<file path="config.mk">
export PLATFORM = sky130hd
export DESIGN_NAME = imm_ext_pipe
export DESIGN_NICKNAME = d
export VERILOG_FILES = /design/src/rtl/imm_ext_pipe.sv
export SDC_FILE = /design/constraint.sdc
export NUM_CORES = 1
export LEC_CHECK = 0
export ABC_AREA = 1
export CAP_MARGIN = 15
export CORE_MARGIN = 4
export CORE_UTILIZATION = 50
export CTS_CLUSTER_SIZE = 28
export DETAILED_ROUTE_END_ITERATION = 10
export GPL_TIMING_DRIVEN = 0
export PLACE_DENSITY = 0.76
export SYNTH_ARGS = -nofsm -noshare
export SYNTH_HDL_FRONTEND = slang
export SYNTH_SLANG_ARGS = --single-unit
</file>
<file path="constraint.sdc">
create_clock -name clk -period 4 [get_ports clk]
set_input_delay 0.8 -clock clk [delete_from_list [all_inputs] [get_ports clk]]
set_output_delay 0.8 -clock clk [all_outputs]
set_load 0.01 [all_outputs]
</file>
<file path="src/rtl/imm_ext_pipe.sv">
// imm_ext_pipe: two-stage immediate extender and branch-target generator
// for the ID->EX path. Stage 1 registers the extended immediate together
// with PC+4 and the tag. Stage 2 registers the branch target
// (PC+4 + ext) and drives every out_* port straight from its flops.
// A valid/ready handshake provides back-pressure, and flush drops all
// in-flight beats.
module imm_ext_pipe #(
    parameter int IN_W     = 16,
    parameter int OUT_W    = 32,
    parameter int BR_SHIFT = 2,
    parameter int TAG_W    = 5
) (
    input  logic               clk,
    input  logic               rst_n,
    input  logic               flush,
    input  logic               in_valid,
    output logic               in_ready,
    input  logic [IN_W-1:0]    in_imm,
    input  logic [1:0]         in_mode,
    input  logic [OUT_W-1:0]   in_pc4,
    input  logic [TAG_W-1:0]   in_tag,
    output logic               out_valid,
    input  logic               out_ready,
    output logic [OUT_W-1:0]   out_ext,
    output logic [OUT_W-1:0]   out_target,
    output logic [TAG_W-1:0]   out_tag
);

    // Branch mode keeps the shifted immediate intact inside OUT_W, so the
    // widths must leave room for it.
    if (OUT_W < IN_W + BR_SHIFT) begin : g_width_check
        $error("imm_ext_pipe: OUT_W must be >= IN_W + BR_SHIFT");
    end

    // The extension is written with shifts rather than replications. This
    // keeps it legal when a replication count would be zero.
    function automatic logic [OUT_W-1:0] ext_fn(
        input logic [IN_W-1:0] imm,
        input logic [1:0]      mode
    );
        logic [OUT_W-1:0] zext_v;
        logic [OUT_W-1:0] sext_v;
        logic [OUT_W-1:0] res_v;
        zext_v = OUT_W'(imm);
        sext_v = zext_v | ({OUT_W{imm[IN_W-1]}} << IN_W);
        case (mode)
            2'b00:   res_v = zext_v;
            2'b01:   res_v = sext_v;
            2'b10:   res_v = sext_v << BR_SHIFT;
            2'b11:   res_v = zext_v << (OUT_W - IN_W);
            default: res_v = zext_v;
        endcase
        return res_v;
    endfunction

    logic               s1_valid_r;
    logic [OUT_W-1:0]   s1_ext_r;
    logic [OUT_W-1:0]   s1_pc4_r;
    logic [TAG_W-1:0]   s1_tag_r;
    logic               s2_valid_r;
    logic [OUT_W-1:0]   s2_ext_r;
    logic [OUT_W-1:0]   s2_target_r;
    logic [TAG_W-1:0]   s2_tag_r;

    logic               s2_adv_s;
    logic               s1_adv_s;
    logic               accept_s;

    // Each stage may move when the stage ahead of it is empty or is being
    // drained. in_ready therefore depends only on out_ready and the valid
    // bits, never on in_valid.
    always_comb begin
        s2_adv_s = ~s2_valid_r | out_ready;
        s1_adv_s = ~s1_valid_r | s2_adv_s;
        accept_s = in_valid & s1_adv_s & ~flush;
    end

    assign in_ready = s1_adv_s;

    // Stage 1 captures the extended immediate, PC+4 and tag of each accepted beat.
    always_ff @(posedge clk or negedge rst_n) begin
        if (!rst_n) begin
            s1_valid_r <= 1'b0;
            s1_ext_r   <= '0;
            s1_pc4_r   <= '0;
            s1_tag_r   <= '0;
        end else if (flush) begin
            s1_valid_r <= 1'b0;
        end else if (s1_adv_s) begin
            s1_valid_r <= accept_s;
            if (accept_s) begin
                s1_ext_r <= ext_fn(in_imm, in_mode);
                s1_pc4_r <= in_pc4;
                s1_tag_r <= in_tag;
            end else begin
                s1_ext_r <= s1_ext_r;
            end
        end else begin
            s1_valid_r <= s1_valid_r;
        end
    end

    // Stage 2 forms the wrapping branch target and holds the beat until downstream takes it.
    always_ff @(posedge clk or negedge rst_n) begin
        if (!rst_n) begin
            s2_valid_r  <= 1'b0;
            s2_ext_r    <= '0;
            s2_target_r <= '0;
            s2_tag_r    <= '0;
        end else if (flush) begin
            s2_valid_r <= 1'b0;
        end else if (s2_adv_s) begin
            s2_valid_r <= s1_valid_r;
            if (s1_valid_r) begin
                s2_ext_r    <= s1_ext_r;
                s2_target_r <= s1_pc4_r + s1_ext_r;
                s2_tag_r    <= s1_tag_r;
            end else begin
                s2_ext_r <= s2_ext_r;
            end
        end else begin
            s2_valid_r <= s2_valid_r;
        end
    end

    assign out_valid  = s2_valid_r;
    assign out_ext    = s2_ext_r;
    assign out_target = s2_target_r;
    assign out_tag    = s2_tag_r;

endmodule

</file>
# Word level (Yosys, flattened, before mapping)
# Index checks and enable logic that the tools add are counted.
[totals]
output_inout_bits = 71
mem_count = 0
latchBits = 0
rom_bits = 0
word_cells = 30
ram_bits = 0
register_bits = 140
[classes]
n_addsub = 1
div_mod_pow = 0
mul = 0
n_lt_le_gt_ge = 0
shift = 0
n_eq_ne = 3
n_bitwise = 8
muxes = 5
n_reduce_logical = 5
[ops]
columns = ["operator", "n"]
rows = [
  ["case mux 32 bit (4 select lines)", 1],
  ["adder 32 bit", 1],
  ["bitwise OR 16 x 32 -> 32 bit", 1],
  ["AND reduction 3 bit", 2],
  ["equality test 2 bit (second input constant)", 2],
  ["2-to-1 mux 1 bit", 4],
  ["nonzero test 2 bit", 2],
  ["inverter 1 bit", 3],
  ["bitwise AND 1 bit", 2],
  ["equality test 2 x 1 -> 1 bit (second input constant)", 1],
  ["zero test 2 bit", 1],
  ["bitwise OR 1 bit", 2],
]

# Logic depth before layout (Yosys ltp)
# Gate-level depths: netlist (run 1).
[depth]
depth_word = 7
mapped_depth = 12
ltp_nobuf = 12

# Worst setup path after synthesis (run 1)
# No wires, ideal clock.
[synth_timing]
kind = "register to register"
startpoint = "register s1_ext_r[0]"
endpoint = "register s2_target_r[16] (netlist: out_target[16])"
path_stages_with_launch = 10
t_arrival_ns = 1.775
required_ns = 3.935
setup_ns = 0.065
period_less_slack_ns = 1.840
path_slack_ns = 2.160
path_buffers = 0
cell_sequence = "dfrtp_1 > ha_1 > fa_1 > nand3_1 > nand3_1 > a21oi_1 > nor2_1 > o21ai_1 > nand3_1 > nand2_1"
[synth_between]
elab_chain_len = 1
[synth_rtl]
columns = ["item", "line_no", "text"]
rows = [
  ["start, declared", "57", "logic [OUT_W-1:0] s1_ext_r;"],
  ["start signal, assigned", "92", "s1_ext_r <= ext_fn(in_imm, in_mode);"],
  ["start signal, assigned", "96", "s1_ext_r <= s1_ext_r;"],
  ["adder 32 bit", "116", "s2_target_r <= s1_pc4_r + s1_ext_r;"],
  ["end signal, assigned", "116", ""],
  ["end, declared", "62", "logic [OUT_W-1:0] s2_target_r;"],
]
# No other way between the ends.
# A chain may end at the register's enable or synchronous reset.

# Final worst setup path (run 1)
[layout_timing]
startpoint = "input port out_ready"
endpoint = "output port in_ready"
[layout_between]
elab_chain_len = 2
[layout_rtl]
columns = ["item", "line_no", "text"]
rows = [
  ["start, declared", "23", "input logic out_ready,"],
  ["bitwise OR 1 bit", "73", "s2_adv_s = ~s2_valid_r | out_ready;"],
  ["bitwise OR 1 bit", "74", "s1_adv_s = ~s1_valid_r | s2_adv_s;"],
  ["end, declared", "17", "output logic in_ready,"],
]
# No other way between the ends.

==> reports/results.txt, run 1 <==
Status -> finished, final reports clean
Syn Area/Cell -> 7.21 um2
VDD IR max -> 0.333 mV
Reg clk slew, reported paths -> 0.07 ns
Vias in the first global route -> 7,269
Overall power -> 5.21 mW
DIE HEIGHT -> 133 um
Global Route Usage Sum -> 25.4%
Worst Setup Path Type -> in -> out
Period minus WS final -> 2.79 ns
RSZ-0062 raised after global routing -> no
Critical Path Sink Type -> output port
Clock skew -> 0.0100 ns
Inst Count DP -> 1,426
Commonest non-fill, non-tap cell in the layout -> nand2_1
1st-iter DRT viols -> 436
Core area -> 15,300 um2
Clock Root Buffer -> clkbuf_16
Post-synth EDFFs -> 0
Row count -> 45
Port Buffers -> 130
MaxCap Viol Count -> 0
Syn Inst Count -> 1,084
Wire per inst -> 14.8 um
CTS max path bufs -> 2
Async SR Flop Fraction -> 100%
DRT Pass-1 Iters -> 5
Min setup slack post-route -> 1.21 ns
Final TNS setup -> 0 ns
Period utilization -> 69.7%
Top FF cell, synth -> dfrtp_1
Worst hold slack -> 0.288 ns
Final Net Count -> 1,326
Share of post-route cells with drive strength above 1 -> 5.94%
CTS Hold Bufs -> 0
Largest net degree at the start of global routing -> 93
Post-CTS sizing -> 0
Fin. Hold Viols -> 0
Yosys cell types -> 33
Hold crit path type -> in -> async
Pre-CTS WS -> 1.22 ns
Post-DRT Antenna Nets -> 0
First-pass GRT wire length -> 35,700 um
Drt total wl -> 21,600 um
Final-report setup violation count -> 0
Register area share after synthesis -> 44.8%
Die ar. -> 17,700 um2
Leak -> 5.27 nW
TritonCTS Buffers -> 17
Slew HR -> 62.9%
Pwr Density -> 520 nW/um2
Cell Count, Final, Fillers Out -> 1,457
CP required -> 3.20 ns
Setup Buffers After CTS -> 0
Mapped cell area -> 7820 um2
Area post-placement -> 9410 um2
Max Fclk -> 359 MHz
Antenna violations before repair -> 0
Fillers -> 1,364
Crit path DAT -> 1.99 ns
Slew at the pin with the worst max-slew slack -> 0.556 ns
CP Launch Type -> input port
CTS tree -> done
Crit path max fanout -> 3
Clock sink count -> 140
Leading cell types in the layout, fill and taps excluded -> nand2_1 (433), inv_1 (167), dfrtp_1 (140)
Max H-tree Level -> 4
Skew-Pair Late Insertion Delay -> 0.43 ns
Finished Core Util -> 65.6%
Via/cell ratio -> 5.00
Final Slew Violations -> 0
Chip width -> 133 um
Warnings from Yosys -> 0
Ant. Diodes -> 0
Initial Utilization -> 51.2%
Post-route cell area -> 10,000 um2
Residual DRC count -> 0
DR vias -> 7,283
Syn_nets -> 1,176
Synth area leaders -> dfrtp_1 (45%), nand2_1 (21%), inv_1 (8.0%), o21ai_0 (5.1%), ha_1 (5.0%)
Final GP Congestion -> 0.944
Remaining global-route overflow -> 0
DP HPWL -> 17,100 um
IO Count -> 131
Yosys top cell by area -> dfrtp_1
Synth Register Bits -> 140
Post-synth top area share -> 44.8%
Syn-to-layout area delta -> 28.0%
[Yosys cell counts (2+ instances only)]
| cell type | n |
|---|---|
| o22ai_1 | 16 |
| o21bai_1 | 2 |
| inv_2 | 3 |
| a21oi_1 | 35 |
| nand2_2 | 6 |
| inv_1 | 167 |
| o21ai_0 | 79 |
| buf_2 | 17 |
| xnor2_1 | 14 |
| nand3_2 | 4 |
| dfrtp_1 | 140 |
| o21ai_1 | 12 |
| nand3b_1 | 3 |
| ha_1 | 31 |
| nor2_1 | 39 |
| nand4_1 | 3 |
| nand3_1 | 46 |
| nor3_1 | 3 |
| nor2_2 | 5 |
| clkbuf_1 | 14 |
| nand2_1 | 433 |
[report_power, final]
| group | switching [mW] | leakage (nW) | internal (mW) |
|---|---|---|---|
| clock network | 0.655 | 0.289 | 0.947 |
| logic | 0.927 | 3.22 | 0.784 |
| registers | 0.184 | 1.76 | 1.71 |
| total | 1.77 | 5.27 | 3.44 |
[critical path, stage by stage]
cell and delay (ns):
clkdlybuf4s50_1 0.48, nor2_2 0.05, nand2_1 0.10, clkdlybuf4s50_1 0.55
[path summary, 6_finish.rpt]
check	cells past startpoint	startpoint	slack [ns]	endpoint
worst max-delay path	4	out_ready	1.21	in_ready
worst min-delay path	1	rst_n	0.29	out_ext[8]$_DFFE_PN0P_
worst max register to register	9	s1_ext_r[0]$_DFFE_PN0P_	1.86	out_target[16]$_DFFE_PN0P_
worst min register to register	2	out_target[16]$_DFFE_PN0P_	0.48	out_target[16]$_DFFE_PN0P_
max in group asynchronous	2	rst_n	2.93	out_target[30]$_DFFE_PN0P_
min in group clk	2	out_target[16]$_DFFE_PN0P_	0.48	out_target[16]$_DFFE_PN0P_
[final cells by class]
cell class / count / area [um2] / area share, %
timing repair buffer: 131 / 1330 / 13.3
multi-input combinational: 740 / 3510 / 35.1
inverter: 171 / 642 / 6.42
buffer: 33 / 156 / 1.56
sequential: 140 / 3500 / 35.0
tap: 211 / 264 / 2.64
clock buffer: 18 / 439 / 4.39
clock inverter: 13 / 155 / 1.55
[kinds of logic (layout without fill, tap and decap cells)]
family / after synthesis / after routing / share of synthesized area (%)
buffers and inverters: 204 / 366 / 10.2
AO/OA/AOI/OAI: 148 / 148 / 9.99
XOR/XNOR: 15 / 15 / 1.68
adder cells (fa/ha/maj): 32 / 32 / 5.22
AND/OR/NAND/NOR: 545 / 545 / 28.1
flip-flops: 140 / 140 / 44.8
[sequential cells by signal (all words and copies together) (netlist names)]
signal      flops
out_valid       1
s1_pc4_r       32
out_ext        32
s1_tag_r        5
out_target     32
s1_ext_r       32
s1_valid_r      1
out_tag         5
[per-layer routing]
layer	vias up	global-route usage (%)	routed length (um)
li1	3667	-	-
met1	3375	32.8	9600
met2	197	41.9	10100
met3	44	6.24	1360
met4	0	8.49	507
met5	-	0	0
(Power assumes the default switching activity.)
==> run 2, diff against run 1 <==
==> constraint.sdc (replaced) <==
create_clock -name clk -period 2.65 [get_ports clk]
set_input_delay 0.53 -clock clk [delete_from_list [all_inputs] [get_ports clk]]
set_output_delay 0.53 -clock clk [all_outputs]
set_load 0.01 [all_outputs]
==> results of run 2 <==
Same layout as run 1 (identical final DEF). Status: finished, final reports clean.
Main changes from that run: setup slack after placement 1.22 ns -> 0.317 ns; setup slack after layout 1.21 ns -> 0.403 ns; hold slack 0.288 ns -> 0.0184 ns; register-to-register setup slack 1.86 ns -> 0.51 ns; total power 5.21 mW -> 7.86 mW; worst IR drop on VDD 0.333 mV -> 0.503 mV
==> run 3, diff against run 2 <==
==> constraint.sdc (replaced) <==
create_clock -name clk -period 2.3 [get_ports clk]
set_input_delay 0.46 -clock clk [delete_from_list [all_inputs] [get_ports clk]]
set_output_delay 0.46 -clock clk [all_outputs]
set_load 0.01 [all_outputs]
==> run 3 against run 2 <==
Clock-buffer cell count stayed put; hold slack better by 0.46 ns; global-route usage about the same; critical endpoint is now out_target[16]$_DFFE_PN0P_; largest power group unchanged.
==> reports/results.txt, run 3 (synthesis gave the netlist of run 1 again) <==
Pwr Density -> 905 nW/um2
Min setup slack post-route -> 0.155 ns
Initial Utilization -> 51.2%
DRT Pass-1 Iters -> 6
VDD IR max -> 0.578 mV
Final TNS setup -> 0 ns
CP required -> 2.67 ns
Slew HR -> 63.0%
TritonCTS Buffers -> 17
Drt total wl -> 21,700 um
Port Buffers -> 130
Crit-path cells -> ha_1, fa_1, nand3_1, nand3_1, a21oi_1, nor2_1, o21ai_1, nand3_1, nand2_1
Ant. Diodes -> 0
Cell Count, Final, Fillers Out -> 1,458
Die ar. -> 17,700 um2
Share of post-route cells with drive strength above 1 -> 5.93%
FF/Latch Area -> 3500 um2
IO Count -> 131
Residual DRC count -> 0
Overall power -> 9.06 mW
Worst Setup Path Type -> reg -> reg
Wire per inst -> 14.9 um
CTS tree -> done
MaxCap Viol Count -> 0
Crit path from -> s1_ext_r[0]$_DFFE_PN0P_
Reg clk slew, reported paths -> 0.06 ns
RSZ-0062 raised after global routing -> no
Crit path DAT -> 2.51 ns
Worst-path cell with the longest stage delay -> fa_1
Post-route cell area -> 10,000 um2
Clock sink count -> 140
Status -> finished, final reports clean
Most frequent cell on the critical path -> nand3_1
Pre-CTS WS -> 0.0372 ns
DIE HEIGHT -> 133 um
DR vias -> 7,281
Syn-to-layout area delta -> 28.1%
Worst reg2reg path startpoint -> s1_ext_r[0]$_DFFE_PN0P_
Period minus WS final -> 2.14 ns
Fin. Hold Viols -> 0
Row count -> 45
Core area -> 15,300 um2
Largest net degree at the start of global routing -> 93
Worst R2R Path Depth -> 9
Inst Count DP -> 1,426
Chip width -> 133 um
CTS max path bufs -> 2
Period utilization -> 93.2%
Skew-Pair Late Insertion Delay -> 0.43 ns
Multi-input logic area -> 3510 um2
Via/cell ratio -> 4.99
Worst reg2reg setup slack -> 0.16 ns
Commonest non-fill, non-tap cell in the layout -> nand2_1
Final GP Congestion -> 0.944
Min-Delay Path Depth -> 2
1st-iter DRT viols -> 412
Leading cell types in the layout, fill and taps excluded -> nand2_1 (433), inv_1 (167), dfrtp_1 (140)
Final Net Count -> 1,327
Fillers -> 1,364
Hold endpoint -> out_target[16]$_DFFE_PN0P_
Critical Path Sink Type -> flip-flop
Finished Core Util -> 65.6%
Post-DRT Antenna Nets -> 0
First-pass GRT wire length -> 35,700 um
Post-CTS sizing -> 0
Max Fclk -> 466 MHz
Hold Crit Start -> out_target[16]$_DFFE_PN0P_
Final Slew Violations -> 0
Worst hold slack -> 0.476 ns
DP HPWL -> 17,100 um
Final-report setup violation count -> 0
Hold crit path type -> reg -> reg
Clock Root Buffer -> clkbuf_16
Slowest stage delay, CP -> 0.47 ns
Leak -> 5.27 nW
CP Launch Type -> flip-flop
Slew at the pin with the worst max-slew slack -> 0.556 ns
Antenna violations before repair -> 0
Worst R2R End -> out_target[16]$_DFFE_PN0P_
Area post-placement -> 9410 um2
Vias in the first global route -> 7,279
Clock skew -> 0.00969 ns
Crit path max fanout -> 4
Remaining global-route overflow -> 0
Max H-tree Level -> 4
Global Route Usage Sum -> 25.4%
## run 3: changes by cell type in the layout (fill, tap and decap cells not counted)
| cell | change |
|---|---|
| dlygate4sd3_1 | +1 |
## run 3: worst max-delay path by stage
stage                                       endpoint  cells after the start
after floorplan           out_target[16]$_DFFE_PN0P_                      9
after CTS                 out_target[16]$_DFFE_PN0P_                      9
after detailed placement  out_target[23]$_DFFE_PN0P_                      7
after global placement    out_target[22]$_DFFE_PN0P_                      1
final                     out_target[16]$_DFFE_PN0P_                      9
after global routing      out_target[16]$_DFFE_PN0P_                      9
## run 3: repair_timing
item	CTS	global route
buffers inserted	0	0
setup endpoints to repair	0	0
hold buffers	1	0
hold endpoints to repair	48	0
## run 3: worst max-delay path, delay by kind of cell (launching register included)
kind / cells / cell delay (ns)
adders and majority gates: 2 / 0.74
and+or+nand+nor: 5 / 0.50
DFF: 1 / 0.39
AOI/OAI and AO/OA: 2 / 0.45
## run 3: where the power goes
group	leakage, nW	internal [mW]	switching, mW
clock network	0.289	1.65	1.14
registers	1.76	2.97	0.321
logic	3.22	1.36	1.61
## run 3: layout make-up
cell class / instances / area share, %
flip-flops and latches: 140 / 35.0
repair buffers: 132 / 13.4
plain buffers: 33 / 1.56
clock inverters: 13 / 1.55
well taps: 211 / 2.64
multi-input cells: 740 / 35.1
inverters: 171 / 6.41
clock buffers: 18 / 4.39
## run 3: per-layer routing
layer | GRT usage [%] | part of all wire [%] | up-vias
met3 | 6.24 | 6.5 | 40
met2 | 42.0 | 47 | 202
met4 | 8.49 | 2.2 | 0
li1 | - | - | 3667
met5 | 0 | 0 | -
met1 | 32.8 | 44 | 3372
